===== src/rtl/sequence_store.sv =====
// sequence_store: an append-only colour sequence memory with registered
// playback. The player checker is built only when SEQUENCE_STORE_CHECK_EN
// is defined.
//
// Ports:
//   clk, reset            - clock, synchronous active-high reset
//   load_colour, new_colour - append a colour at slot[length]
//   rd_start, rd_next     - start playback at slot 0 / advance one entry
//   rd_colour, rd_valid, rd_last - registered playback output and flags
//   length, full, empty   - fill level and its derived flags
//   overflow              - sticky flag: an append was attempted while full
//   chk_valid, chk_colour - player entry to compare (checker build only)
//   chk_match, chk_miss, chk_done - one-cycle checker result pulses
module sequence_store #(
    parameter int DEPTH    = 32,
    parameter int COLOUR_W = 2
) (
    input  logic                       clk,
    input  logic                       reset,
    input  logic                       load_colour,
    input  logic [COLOUR_W-1:0]        new_colour,
    input  logic                       rd_start,
    input  logic                       rd_next,
    output logic [COLOUR_W-1:0]        rd_colour,
    output logic                       rd_valid,
    output logic                       rd_last,
    output logic [$clog2(DEPTH+1)-1:0] length,
    output logic                       full,
    output logic                       empty,
    output logic                       overflow
`ifdef SEQUENCE_STORE_CHECK_EN
    ,
    input  logic                       chk_valid,
    input  logic [COLOUR_W-1:0]        chk_colour,
    output logic                       chk_match,
    output logic                       chk_miss,
    output logic                       chk_done
`endif
);

    localparam int LW = $clog2(DEPTH + 1);
    localparam int IW = $clog2(DEPTH);

    localparam logic [0:0] IDLE = 1'b0;
    localparam logic [0:0] PLAY = 1'b1;

    logic [COLOUR_W-1:0] mem_q [DEPTH];
    logic [LW-1:0]       length_q, length_d;
    logic                ovf_q, ovf_d;
    logic [0:0]          state_q, state_d;
    logic [IW-1:0]       idx_q, idx_d;
    logic [LW-1:0]       snap_q, snap_d;
    logic [COLOUR_W-1:0] colour_q, colour_d;
    logic                accept;
    logic                last;

    assign full     = (length_q == LW'(DEPTH));
    assign empty    = (length_q == '0);
    assign length   = length_q;
    assign overflow = ovf_q;
    assign rd_valid = (state_q == PLAY);
    assign rd_colour = colour_q;

    // Compare in the wider count domain so a snapshot of DEPTH works.
    assign last    = (state_q == PLAY) && (LW'(idx_q) == snap_q - LW'(1));
    assign rd_last = last;

    assign accept = load_colour && !full;

    always_comb begin
        length_d = length_q;
        ovf_d    = ovf_q;
        if (accept) begin
            length_d = length_q + LW'(1);
        end
        if (load_colour && full) begin
            ovf_d = 1'b1;
        end
    end

    // Playback only ever reads slots below the snapshot, so it never races
    // an append, which writes at slot[length] >= snapshot.
    always_comb begin
        state_d  = state_q;
        idx_d    = idx_q;
        snap_d   = snap_q;
        colour_d = colour_q;
        if (rd_start && !empty) begin
            state_d  = PLAY;
            idx_d    = '0;
            snap_d   = length_q;
            colour_d = mem_q[0];
        end else if (state_q == PLAY && rd_next) begin
            if (last) begin
                state_d = IDLE;
            end else begin
                idx_d    = idx_q + IW'(1);
                colour_d = mem_q[idx_q + IW'(1)];
            end
        end
    end

    always_ff @(posedge clk) begin
        if (reset) begin
            for (int i = 0; i < DEPTH; i++) begin
                mem_q[i] <= '0;
            end
            length_q <= '0;
            ovf_q    <= 1'b0;
            state_q  <= IDLE;
            idx_q    <= '0;
            snap_q   <= '0;
            colour_q <= '0;
        end else begin
            if (accept) begin
                mem_q[length_q[IW-1:0]] <= new_colour;
            end
            length_q <= length_d;
            ovf_q    <= ovf_d;
            state_q  <= state_d;
            idx_q    <= idx_d;
            snap_q   <= snap_d;
            colour_q <= colour_d;
        end
    end

`ifdef SEQUENCE_STORE_CHECK_EN
    logic [IW-1:0] chk_ptr_q, chk_ptr_d;
    logic          match_q, match_d;
    logic          miss_q, miss_d;
    logic          done_q, done_d;
    logic          chk_en;
    logic          chk_hit;
    logic          chk_end;

    assign chk_en  = chk_valid && (state_q == IDLE) && !empty;
    assign chk_hit = (chk_colour == mem_q[chk_ptr_q]);
    assign chk_end = (LW'(chk_ptr_q) == length_q - LW'(1));

    always_comb begin
        chk_ptr_d = chk_ptr_q;
        match_d   = 1'b0;
        miss_d    = 1'b0;
        done_d    = 1'b0;
        if (chk_en) begin
            if (chk_hit) begin
                match_d = 1'b1;
                if (chk_end) begin
                    done_d    = 1'b1;
                    chk_ptr_d = '0;
                end else begin
                    chk_ptr_d = chk_ptr_q + IW'(1);
                end
            end else begin
                miss_d    = 1'b1;
                chk_ptr_d = '0;
            end
        end
        // A new entry changes the sequence, so the player starts over.
        if (accept) begin
            chk_ptr_d = '0;
        end
    end

    always_ff @(posedge clk) begin
        if (reset) begin
            chk_ptr_q <= '0;
            match_q   <= 1'b0;
            miss_q    <= 1'b0;
            done_q    <= 1'b0;
        end else begin
            chk_ptr_q <= chk_ptr_d;
            match_q   <= match_d;
            miss_q    <= miss_d;
            done_q    <= done_d;
        end
    end

    assign chk_match = match_q;
    assign chk_miss  = miss_q;
    assign chk_done  = done_q;
`endif

endmodule


===== config.mk =====
export PLATFORM = sky130hd
export DESIGN_NAME = sequence_store
export DESIGN_NICKNAME = d
export VERILOG_FILES = /design/src/rtl/sequence_store.sv
export SDC_FILE = /design/constraint.sdc
export NUM_CORES = 1
export LEC_CHECK = 0
export CAP_MARGIN = 10
export CELL_PAD_IN_SITES_DETAIL_PLACEMENT = 2
export CELL_PAD_IN_SITES_GLOBAL_PLACEMENT = 2
export CORE_MARGIN = 3
export CORE_UTILIZATION = 37
export CTS_CLUSTER_SIZE = 10
export DETAILED_ROUTE_END_ITERATION = 10
export GPL_TIMING_DRIVEN = 1
export PLACE_DENSITY = 0.81
export SYNTH_ARGS = -nofsm -noshare
export SYNTH_HDL_FRONTEND = slang
export SYNTH_SLANG_ARGS = --single-unit

===== constraint.sdc =====
create_clock -name clk -period 2.7 [get_ports clk]
set_clock_uncertainty 0.1 [all_clocks]
set_input_delay 0.27 -clock clk [delete_from_list [all_inputs] [get_ports clk]]
set_output_delay 0.27 -clock clk [all_outputs]
set_load 0.005 [all_outputs]

==> key figures <==
Critical path
  – Critical-path top delay cell: or4_1
  – Slowest stage delay, CP: 0.53 ns
  – Worst R2R Setup Slack: 0.28 ns
  – CP Buf/Inv Count: 1
  – CP Capture Type: output port
  – Setup CP Type: reg2out
  – Startpoint Class: flip-flop
  – Delay-heaviest family, CP: simple AND/OR/NAND/NOR gates
  – Worst r2r src: idx_q[0]
  – CP cell instances: or4_1 > or3_1 > o311ai_2 > nor2_1 > and2_1 > dlygate4sd2_1
  – Worst EP required: 2.33 ns
  – Data arrival, critical path: 2.21 ns
  – R2R depth: 8
  – Critical R2R Capture: rd_colour[0]
  – CP max FO: 4

Clock tree
  – Post-CTS Hold Buffers: 0
  – Clk slew on worst S/H paths: 0.06 ns
  – H-tree Lvls: 3
  – CTS tree: built
  – Clk root buf: clkbuf_16
  – CTS buffer count: 9
  – Skew-Pair Late Insertion Delay: 0.35 ns
  – Clk buf depth: 2
  – Sink Count: 85

Hold path
  – Hold EP: snap_q[5]
  – Worst Hold Class: reg2reg
  – Hold path start: snap_q[5]
  – Worst Hold Path Cells: 2

Logic synthesis
  – Post-synth EDFFs: 64
  – Synth unique cells: 49
  – Area leader, netlist: edfxtp_1
  – Syn Inst Count: 415
  – Seq/Total Area, Yosys: 0.521
  – Ys Warns: 0
  – Post-synthesis async set-or-reset flop share: 0
  – Synthesized area: 4500 um^2
  – Syn avg cell area: 10.8 um^2
  – Post-Syn Nets: 428
  – Post-synth top area share: 0.427
  – Top cells by area, synth: edfxtp_1 43%, dfxtp_1 9.3%, nor2_1 7.4%
  – Main flop type after synthesis: edfxtp_1
  – Synth Register Bits: 85

STA
  – FMAX: 0.388 GHz
  – Final Hold Vio Count: 0
  – RSZ-0062 raised after global routing: no
  – Period utilization: 0.954
  – Slew @ Worst Pin: 0.751 ns
  – Final TNS setup: 0 ns
  – Max-slew violations: 0
  – Slew margin rel.: 0.498
  – Final setup viols: 0
  – Final Critical Period: 2.58 ns

Cells and area
  – FF/Latch Area: 2350 um^2
  – N_diodes: 0
  – Finished Layout Cells: 589
  – Multi-input logic area: 1970 um^2
  – Area grow syn2layout: 16.2%
  – Fill cell count: 1192
  – Final net count: 454
  – Final Util: 0.448
  – Layout cells sized above 1: 0.173

Placed design
  – Port bufs: 19
  – Placed insts: 571
  – GP Congestion: 0.871
  – DP Wirelength: 9.18 mm

GRT
  – Met3 GRT Util: 0.0435
  – Gr usage total: 0.214
  – First-pass GRT wire length: 21.5 mm
  – Largest net degree at the start of global routing: 50
  – Initial antenna violation count: 0
  – Vias in the first global route: 3815
  – Busiest grt layer: met2
  – GR Util met2: 0.383
  – Grt met1 use: 0.267
  – GRT overflow: 0

Floorplanning
  – # IOs: 20
  – Initial core utilization: 0.386
  – Placeable Area: 11700 um^2
  – Die Height: 116 um
  – Placement row count: 39
  – Die ar.: 13500 um^2
  – Chip width: 116 um

Route
  – Routed WL per cell: 22.3 um
  – TritonRoute pass-1 iters: 4
  – Remaining DRCs: 0
  – DRT Wirelength: 13.1 mm
  – DR iter-0 viols: 185
  – DR vias/cell: 5.58
  – Routed vias: 3285
  – Post-route ant nets: 0

Power
  – Pwr dens: 564 nW/um^2
  – Sw Ratio: 0.240
  – Combinational share of power: 0.109
  – Seq pwr share: 0.499
  – Clk pwr share: 0.392
  – Leakage power total: 1.86 nW
  – Net Sw Power: 0.707 mW
  – Internal power: 2.24 mW
  – VDD IR max: 459 uV

Run status
  – Run status: completed

Job
  – Total of max-cap violations: 0
-- cell usage in the layout, fill, tap and decap left out, types with 7 or more instances in the layout --
| master | synthesis | routed |
|---|---|---|
| inv_1 | 8 | 8 |
| a21oi_1 | 16 | 16 |
| edfxtp_1 | 64 | 64 |
| a31o_2 | 7 | 7 |
| nand2_1 | 35 | 35 |
| buf_4 | 4 | 22 |
| mux4_2 | 12 | 12 |
| clkdlybuf4s50_1 | 0 | 18 |
| clkbuf_16 | 0 | 9 |
| nor2_1 | 89 | 89 |
| o21bai_1 | 10 | 10 |
| a21o_1 | 17 | 17 |
| dfxtp_1 | 21 | 18 |
| xnor2_1 | 9 | 9 |
| o211ai_1 | 8 | 8 |
-- tightest hold or removal path, cell delays in order, from the launching register on --
cell	delay (ns)
dfxtp_1	0.33
nand2_1	0.06
a21oi_1	0.06
-- per-stage QoR --
stage                     power [mW]  setup slack [ns]  hold WS (ns)  cell area, um^2
after floorplan                 1.68            0.0482         0.309             4500
after global placement          1.80             0.328         0.350             4930
after detailed placement        1.82             0.214         0.390             4930
after CTS                       2.98            0.0992         0.401             5230
after global routing            3.06            0.0342         0.442             5230
final                           2.95             0.124         0.395             5230
-- how the worst max path moves through the flow --
stage               startpoint            to  slack, ns  depth (start not counted)
floorplan            length[0]  mem_q[22][0]       0.05                         10
global placement     snap_q[0]       rd_last       0.33                          6
detailed placement   snap_q[0]       rd_last       0.21                          8
CTS                  snap_q[0]       rd_last        0.1                          6
global route         snap_q[0]       rd_last       0.03                          6
finish               snap_q[0]       rd_last       0.12                          6
-- routing by layer --
metal  share of wire  vias to the layer above
met3           0.021                       10
met2            0.53                       38
li1                -                     1546
met4          0.0094                        0
met5               0                        -
met1            0.44                     1691
-- what timing repair did --
action / CTS / global route
setup buffers: 2 / 0
endpoints found under the setup margin: 1 / 2
gates resized for setup: 6 / 3
pin swaps: 2 / 0
-- synth_stat cells (3+ instances only) --
cell type and n:
a211oi_1 5, a21o_1 17, a21oi_1 16, a31o_2 7, and2_1 6, and3_1 3, and3b_1 4, buf_1 3
buf_2 6, buf_4 4, buf_6 3, clkbuf_1 13, dfxtp_1 21, edfxtp_1 64, ha_1 6, inv_1 8
mux2_2 6, mux4_2 12, nand2_1 35, nand2b_1 4, nand3_1 4, nand4_1 3, nor2_1 89, nor2b_1 6
nor3_1 4, nor3b_1 3, o211ai_1 8, o21ai_0 5, o21bai_1 10, or3_1 4, xnor2_1 9, xor2_1 5
-- area by class of cell --
class / instances / area share
Tap cell: 143 / 0.0342
Sequential cell: 85 / 0.449
Inverter: 8 / 0.00574
Clock buffer: 12 / 0.0471
Clock inverter: 4 / 0.00455
Timing Repair Buffer: 45 / 0.0830
Multi-Input combinational cell: 292 / 0.377
-- sequential cells by signal, indices dropped and copies added, names as in the netlist --
name	cells
mem_q	64
rd_valid	1
overflow	1
idx_q	5
snap_q	6
length	6
rd_colour	2
-- power by group through the flow --
stage / clock [mW] / combinational [mW] / sequential, mW
2_1_floorplan: 0 / 0.187 / 1.49
3_3_place_gp: 0 / 0.307 / 1.49
3_5_place_dp: 0 / 0.318 / 1.50
4_1_cts: 1.18 / 0.324 / 1.47
5_1_grt: 1.23 / 0.353 / 1.48
6_report: 1.16 / 0.321 / 1.47
-- cell families after synthesis --
kind of cell / Yosys count / synth area share
DFF: 85 / 0.521
AOI/OAI and AO/OA: 79 / 0.126
buffers and inverters: 38 / 0.0440
muxes: 21 / 0.0890
xor gates and xnor gates: 15 / 0.0309
and+or+nand+nor: 171 / 0.172
adders and majority gates: 6 / 0.0167
Power figures use the tool's default switching activity.
